**config.mk**
```make
export PLATFORM = sky130hd
export DESIGN_NAME = display_scan_ctrl
export DESIGN_NICKNAME = d
export VERILOG_FILES = /design/src/rtl/display_scan_ctrl_pkg.sv /design/src/rtl/display_scan_ctrl_hex2segments.sv /design/src/rtl/display_scan_ctrl.sv
export SDC_FILE = /design/constraint.sdc
export NUM_CORES = 1
export LEC_CHECK = 0
export BUFFER_PORTS_ARGS = -buffer_cell sky130_fd_sc_hd__clkbuf_2
export CAP_MARGIN = 0
export CORE_UTILIZATION = 25
export CTS_BUF_LIST = sky130_fd_sc_hd__clkbuf_4 sky130_fd_sc_hd__clkbuf_8
export CTS_CLUSTER_SIZE = 25
export DETAILED_ROUTE_END_ITERATION = 8
export SETUP_SLACK_MARGIN = 0.5
export SLEW_MARGIN = 20
export SYNTH_ARGS = -nofsm -noshare
export SYNTH_HDL_FRONTEND = slang
export SYNTH_HIERARCHICAL = 1
export SYNTH_SLANG_ARGS = --single-unit
export TNS_END_PERCENT = 5
```
**constraint.sdc**
```tcl
create_clock -name clk -period 3.3 [get_ports clk]
set_input_delay 0.495 -clock clk [delete_from_list [all_inputs] [get_ports clk]]
set_output_delay 0.495 -clock clk [all_outputs]
set_load 0.1 [all_outputs]
```
**src/rtl/display_scan_ctrl_pkg.sv**
```systemverilog
// Shared constants and helpers for the seven-segment scan controller.
// Segment patterns are {g,f,e,d,c,b,a}, active-low.
package display_scan_ctrl_pkg;

  localparam logic [6:0] SEG_BLANK      = 7'b1111111;
  localparam logic [6:0] SEG_MINUS      = 7'b0111111;
  localparam logic [3:0] HEX_BLANK_CODE = 4'hF;

  typedef enum logic [0:0] {
    HS_IDLE,
    HS_PEND
  } hs_state_e;

  // Counter width for values 0..n-1, never narrower than one bit.
  function automatic int width_of(input int n);
    return (n <= 2) ? 1 : $clog2(n);
  endfunction

endpackage

```
**src/rtl/display_scan_ctrl_hex2segments.sv**
```systemverilog
// Shared nibble-to-segment decoder; code 15 is reserved as the blank pattern.
module hex2segments
  import display_scan_ctrl_pkg::*;
(
  input  logic [3:0] code,
  output logic [6:0] seg
);

  always_comb begin
    seg = SEG_BLANK;
    case (code)
      4'h0: seg = 7'b1000000;
      4'h1: seg = 7'b1111001;
      4'h2: seg = 7'b0100100;
      4'h3: seg = 7'b0110000;
      4'h4: seg = 7'b0011001;
      4'h5: seg = 7'b0010010;
      4'h6: seg = 7'b0000010;
      4'h7: seg = 7'b1111000;
      4'h8: seg = 7'b0000000;
      4'h9: seg = 7'b0010000;
      4'hA: seg = 7'b0001000;
      4'hB: seg = 7'b0000011;
      4'hC: seg = 7'b1000110;
      4'hD: seg = 7'b0100001;
      4'hE: seg = 7'b0000110;
      default: seg = SEG_BLANK;
    endcase
  end

endmodule

```
**src/rtl/display_scan_ctrl.sv**
```systemverilog
// Time-multiplexed seven-segment scan controller with load handshake,
// leading-zero blanking, minus placement and an anti-ghosting guard.
module display_scan_ctrl
  import display_scan_ctrl_pkg::*;
#(
  parameter int NUM_DIGITS = 4,
  parameter int CLK_DIV    = 50000,
  parameter int GUARD      = 16
) (
  input  logic                    clk,
  input  logic                    rst_n,
  input  logic                    load,
  input  logic [4*NUM_DIGITS-1:0] value_in,
  input  logic                    neg_in,
  output logic                    ready,
  output logic [NUM_DIGITS-1:0]   an,
  output logic [6:0]              seg
);

  localparam int PW = width_of(CLK_DIV);
  localparam int IW = width_of(NUM_DIGITS);
  localparam logic [PW-1:0] PRESC_MAX = PW'(CLK_DIV - 1);
  localparam logic [PW-1:0] GUARD_P   = PW'(GUARD);
  localparam logic [IW-1:0] IDX_MAX   = IW'(NUM_DIGITS - 1);

  logic [PW-1:0] presc_q, presc_d;
  logic [IW-1:0] idx_q, idx_d;
  logic          slot_tick, frame_tick;

  hs_state_e state_q, state_d;
  logic      capture, commit;

  logic [4*NUM_DIGITS-1:0] pend_q, disp_q;
  logic                    pend_neg_q, disp_neg_q;

  logic [NUM_DIGITS-1:0] blank, minus;
  logic                  nz_seen;
  logic [3:0]            sel_code;
  logic [6:0]            dec_seg, sym_seg;
  logic [NUM_DIGITS-1:0] an_d, an_q;
  logic [6:0]            seg_q;

  assign slot_tick  = (presc_q == PRESC_MAX);
  assign frame_tick = slot_tick && (idx_q == IDX_MAX);

  always_comb begin
    presc_d = slot_tick ? '0 : presc_q + PW'(1);
    idx_d   = idx_q;
    if (slot_tick) idx_d = (idx_q == IDX_MAX) ? '0 : idx_q + IW'(1);
  end

  // Handshake: a load is taken only in a cycle where ready=1; ready drops
  // the next cycle and returns the cycle after the frame boundary that
  // commits the pending value, so the display never changes mid-frame.
  always_comb begin
    state_d = state_q;
    capture = 1'b0;
    commit  = 1'b0;
    case (state_q)
      HS_IDLE: if (load) begin
        capture = 1'b1;
        state_d = HS_PEND;
      end
      HS_PEND: if (frame_tick) begin
        commit  = 1'b1;
        state_d = HS_IDLE;
      end
      default: state_d = HS_IDLE;
    endcase
  end

  assign ready = (state_q == HS_IDLE);

  // Blanks grow down from the top; the minus takes the lowest blank, or every
  // position when the number fills the display.
  always_comb begin
    nz_seen = 1'b0;
    blank   = '0;
    for (int i = NUM_DIGITS - 1; i >= 0; i--) begin
      nz_seen  = nz_seen | (disp_q[4*i +: 4] != 4'h0);
      blank[i] = (i != 0) && !nz_seen;
    end
    minus    = '0;
    minus[0] = disp_neg_q && (blank == '0);
    for (int i = 1; i < NUM_DIGITS; i++)
      minus[i] = disp_neg_q && ((blank == '0) || (blank[i] && !blank[i-1]));
  end

  assign sel_code = blank[idx_q] ? HEX_BLANK_CODE : disp_q[{idx_q, 2'b00} +: 4];

  hex2segments u_dec (
    .code (sel_code),
    .seg  (dec_seg)
  );

  assign sym_seg = minus[idx_q] ? SEG_MINUS : dec_seg;

  // Anodes are registered from the next prescaler value so the dark guard
  // lines up exactly with prescaler counts 0..GUARD-1 of each slot.
  always_comb begin
    an_d = '1;
    if (presc_d >= GUARD_P) an_d[idx_d] = 1'b0;
  end

  always_ff @(posedge clk) begin
    if (!rst_n) begin
      presc_q    <= '0;
      idx_q      <= '0;
      state_q    <= HS_IDLE;
      pend_q     <= '0;
      pend_neg_q <= 1'b0;
      disp_q     <= '0;
      disp_neg_q <= 1'b0;
      an_q       <= '1;
      seg_q      <= SEG_BLANK;
    end else begin
      presc_q <= presc_d;
      idx_q   <= idx_d;
      state_q <= state_d;
      if (capture) begin
        pend_q     <= value_in;
        pend_neg_q <= neg_in;
      end
      if (commit) begin
        disp_q     <= pend_q;
        disp_neg_q <= pend_neg_q;
      end
      an_q  <= an_d;
      seg_q <= sym_seg;
    end
  end

  assign an  = an_q;
  assign seg = seg_q;

endmodule

```
# After elaboration in Yosys (flattened, before gate mapping)

Memories as Yosys holds them, arrays and structs flattened.
Index checks and enable logic that the tools add are counted.

Flip-flop bits (word level): 64
Logic and storage cells: 62
Memory bits (writable): 0
Memories kept: 1
Bits in latches: 0
ROM bits: 112
Output and inout port bits: 12
Input bits: 20

Memories:

| memory          | words | bits a word | read ports | clocked after Yosys merged registers in | write ports | line                                 | text |
|---|---|---|---|---|---|---|---|
| (no name shown) | 16    | 7           | 1          | 0                                       | 0           | display_scan_ctrl_hex2segments.sv:11 | `case (code)` |

Shift operators: 1
Bitwise gates (word level): 5
$add $sub $neg: 2
Eq/ne operators: 2
Mux-type cells: 17
Div/mod/pow operators: 0
Reduce and logical (&&, ||, !) cells: 20
Order comparisons: 4
$mul: 0

Operator list:

| operator                | count |
|---|---|
| $add A16 B1 Y16 const B | 1 |
| $eq A16 B16 Y1 const B  | 1 |
| $ge A16 B5 Y1 const B   | 1 |
| $mux W16                | 1 |
| $shiftx A16 B5 Y4       | 1 |
| $reduce_bool A4 Y1      | 3 |
| $logic_and A1 B1 Y1     | 8 |
| $mux W1                 | 8 |
| $mux W7                 | 1 |
| $lt A2 B3 Y1 const B    | 2 |
| $bmux W1 S2             | 2 |
| $mux W2                 | 2 |
| $mux W4                 | 1 |
| $not A4 Y4              | 1 |
| $logic_not A1 Y1        | 3 |
| $logic_not A3 Y1        | 1 |
| $logic_or A1 B1 Y1      | 3 |
| $add A2 B1 Y2 const B   | 1 |
| $demux W1 S2            | 1 |
| $eq A2 B2 Y1 const B    | 1 |
| $ge A2 B1 Y1 const B    | 1 |
| $not A1 Y1              | 2 |
| $or A1 B1 Y1            | 2 |
| $pmux W1 S2             | 1 |
| 2 further kinds         | 2 |

# Longest topological paths before layout

Depth in word-level cells: 10
Depth in mapped cells: 12
Mapped depth without buffers: 12

# Cells and area by module

The synthesis kept the hierarchy.

By module, submodules not included:

| module            | cells an instance | area an instance (um^2) | times used |
|---|---|---|---|
| display_scan_ctrl | 323               | 2837.7                  | 1 |
| hex2segments      | 29                | 260.2                   | 1 |

# Worst setup path before layout

OpenSTA, ideal clock, no wires.

Path kind: reg2reg
From: register idx_q[0]
To: register seg_q[3] (netlist: seg[3])
Stages on the path, launching flop included: 9
Path buffers: 1
Setup time: 0.123 ns
Arrival time: 2.601 ns
Slack: 0.576 ns
Cell sequence: dfxtp_1 > clkbuf_1 > mux4_2 > or2_2 > inv_1 > ha_1 > inv_1 > mux4_2 > or2_2

Longest elaborated chain between the ends: 4
Elaborated cells between the ends (all ways): 8

Ends and longest elaborated chain:

| element                                                                   | line                     | text |
|---|---|---|
| start: declaration                                                        | display_scan_ctrl.sv:27  | `logic [IW-1:0] idx_q, idx_d;` |
| start signal: assignment                                                  | display_scan_ctrl.sv:118 | `idx_q <= idx_d;` |
| parallel branches: the longest is 2 deep, another holds $shiftx A16 B5 Y4 | n/a                      |  |
| $mux W4 *                                                                 | display_scan_ctrl.sv:89  | `assign sel_code = blank[idx_q] ? HEX_BLANK_CODE : disp_q[{idx_q, 2'b00} +: 4];` |
| via sel_code[0]                                                           | display_scan_ctrl.sv:38  | `logic [3:0] sel_code;` |
| $mem_v2 Z16 W7 *                                                          | n/a                      |  |
| via dec_seg[3]                                                            | display_scan_ctrl.sv:39  | `logic [6:0] dec_seg, sym_seg;` |
| end signal: assignment                                                    | display_scan_ctrl.sv:129 | `seg_q <= sym_seg;` |
| end: declaration                                                          | display_scan_ctrl.sv:41  | `logic [6:0] seg_q;` |

Mark *: on every way through the listed nets, which the timed path passes. The select of a mux whose other input is x is not followed.
A chain may end at the register's enable or synchronous reset.

# Worst setup path after layout

From: register presc_q[13]
To: register disp_q[13]

Longest elaborated chain between the ends: 4

Ends and longest elaborated chain:

| element                  | line                     | text |
|---|---|---|
| start: declaration       | display_scan_ctrl.sv:26  | `logic [PW-1:0] presc_q, presc_d;` |
| start signal: assignment | display_scan_ctrl.sv:117 | `presc_q <= presc_d;` |
| $eq A16 B16 Y1           | display_scan_ctrl.sv:43  | `assign slot_tick = (presc_q == PRESC_MAX);` |
| $logic_and A1 B1 Y1      | display_scan_ctrl.sv:44  | `assign frame_tick = slot_tick && (idx_q == IDX_MAX);` |
| $mux W1                  | display_scan_ctrl.sv:64  | `HS_PEND: if (frame_tick) begin` |
| $mux W1                  | display_scan_ctrl.sv:59  | `case (state_q)` |
| end signal: assignment   | display_scan_ctrl.sv:125 | `disp_q <= pend_q;` |
| end: declaration         | display_scan_ctrl.sv:33  | `logic [4*NUM_DIGITS-1:0] pend_q, disp_q;` |

Every way passes these cells.

==> flow_summary.ini <==
[sta]
maxSlewViolCount = 0
fin_tns_setup_ns = 0
min_period_over_period_pct = 81.5
fin_worst_skew_ns = 0.00626
rsz0062_at_grt = yes
fin_crit_ns = 2.69
clock.fmax_mhz = 372
hold_viol = 0
finalSetupViolations = 0
tightest_slew_ns = 0.761
relSlewSlack_pct = 49.3

[layout]
final_nets = 402
num_antenna_cells = 0
final_cell_mix = nand2_1 (80), dfxtp_1 (63), clkbuf_2 (31), nor2_1 (26), a21boi_0 (25)
drive_gt1_share_pct = 21.7
stdcell_count = 546
final_common_cell = nand2_1
syn_to_final_growth_pct = 15.3
final_area_um2 = 3570
num-fill-cells = 1285

[power]
ir_worst_vdd_uv = 158
comb_power_share_pct = 6.3
intPower_w = 0.00118
switching_power_w = 0.000402
clkPwrFrac_pct = 42.9
p_seq_share_pct = 50.8
swShare_pct = 25.4
p_leak_nw = 1.34
powerDensity_nw_per_um2 = 442

[logic_synthesis]
syn-cell-area_um2 = 3100
synth-compound-area-share_pct = 13.4
muxShareOfSynthArea_pct = 7.03
synth_xor_area_share_pct = 4.24
netlist_instances = 352
yosys_warnings = 6
yosysSeqAreaShare_pct = 41.4
yosys_most_used_dff = dfxtp_1
synthSimpleGateAreaFrac_pct = 25.8
synth_edf_count = 0
synth_fa_ha_area_share_pct = 3.63
synth_top_family_by_area = simple AND/OR/NAND/NOR gates
syn-num-nets = 381
ys_ff_latch = 64
synthArstFlopShare_pct = 0
ys_types = 39
avgSynthCellArea_um2 = 8.80

[hold_path]
min_from = value_in[2]
hold_class = input pin to register
min_path_cells = 3

[die]
die_height_um = 113
die_x_um = 113
ios = 32
coreArea_um2 = 12100
fp-row-count = 40
initial_core_util_pct = 25.7
die_area_um2 = 12800

[critical_path]
critPathLaunch = presc_q[13]
startpoint_type = register
crit_type = register to register
regToRegStartpoint = presc_q[13]
path_max_fanout = 18
reg2reg_depth = 6
endpoint_kind = register
arrival_ns = 2.95
required_ns = 3.56

[global_route]
grt_overflow = 0
grt_max_degree = 49
antenna_found_initial = 0
grt_use_total_pct = 10.6
grt_pass1_wl_mm = 10.8
grt_pass1_vias = 2313

[placement]
io_buffers = 31
dp_hpwl_mm = 4.50
gp_congestion = 0.801
placed_area_um2 = 3350
place_inst = 530

[clocking]
cts.sinks = 64
clk_path_buf_depth = 2
clkLatencyLatePin_ns = 0.34
clk_pin_slew_ns = 0.08
cts_buffers = 9
cts-root-buf = clkbuf_8
cts_tree = built
htree_levels = 3

[flow_run]
timing.max_cap.violations = 0

[drt]
wirelength_mm = 6.16
wl_per_cell_um = 11.3
firstDrtPassIters = 4
drtAntennaViolNets = 0
drtIter0Drc = 58
drc = 0
num_vias = 2366
viasPerCell = 4.33

[run_status]
status = completed
critical path, cell delays in order, from the launching register on:
cell and delay, ns:
dfxtp_1 0.41, or4_1 0.51, or4_4 0.44, nor3_4 0.29, and3_1 0.62, nand2_1 0.16, a21boi_0 0.19
power by group through the flow:
stage	clock, W	combinational (W)	sequential, W
floorplan	0	0.0000458	0.000847
global placement	0	0.000101	0.000820
detailed placement	0	0.000102	0.000821
CTS	0.000705	0.000102	0.000803
global route	0.000741	0.000110	0.000805
finish	0.000678	0.0000995	0.000803
flip-flops by register name (all words and copies together) (netlist names):
name,flops
an,4
disp_neg_q,1
disp_q,16
idx_q,2
pend_neg_q,1
pend_q,16
presc_q,16
seg,7
state_q,1
Yosys cell counts (5+ instances only):
library cell	count	area (um^2)
nand2_1	80	300
dfxtp_1	64	1280
nor2_1	26	97.6
a21boi_0	25	188
clkbuf_1	17	63.8
or2_2	11	68.8
a21boi_2	9	101
ha_1	9	113
nand3_1	9	45.0
nor3_1	8	40.0
xnor2_1	8	70.1
inv_1	7	26.3
mux4_2	7	158
xor2_1	7	61.3
mux2i_1	6	60.1
o21ai_0	6	30.0
and2_1	5	31.3
and3_1	5	31.3
nand4_1	5	31.3
final cells by class:
| type | count | area (um^2) | area share, % |
|---|---|---|---|
| Timing Repair Buffer | 32 | 163 | 4.55 |
| Inverter | 7 | 26.3 | 0.736 |
| Multi-Input combinational cell | 259 | 1690 | 47.2 |
| Sequential cell | 64 | 1280 | 35.9 |
| Clock inverter | 7 | 80.1 | 2.24 |
| Tap cell | 168 | 210 | 5.88 |
| Clock buffer | 9 | 124 | 3.47 |
cell families after synthesis:
group | after synthesis
AO/OA/AOI/OAI | 53
multiplexers | 13
buffers and inverters | 29
XOR/XNOR | 15
adder cells (fa/ha/maj) | 9
flip-flops | 64
AND/OR/NAND/NOR | 169
metrics by stage:
stage                     worst slack [ns]  power, W  utilization [%]  hold WS (ns)
after CTS                            0.523   0.00161             29.6         0.376
after global routing                 0.379   0.00166             29.6         0.376
final                                0.609   0.00158             29.6         0.389
after global placement               0.594  0.000921             27.8         0.458
after floorplan                      0.576  0.000893                -         0.437
after detailed placement             0.478  0.000923             27.8         0.460
routing by layer:
metal	global-route usage, %	vias to the layer above	wire, um
li1	-	1235	-
met1	13.7	1090	3170
met2	16.3	37	2700
met3	4.12	4	250
met4	3.16	0	40
met5	0	-	0
final timing paths:
check          endpoint  slack [ns]
max          disp_q[13]        0.61
min           pend_q[2]        0.39
max reg2reg  disp_q[13]        0.61
min reg2reg   disp_q[0]        0.46
what timing repair did:
item	4_1_cts	5_1_grt
hold buffers	0	0
resized for setup	1	2
setup buffers	0	0
endpoints found under the setup margin	1	23
(Power assumes the default switching activity.)
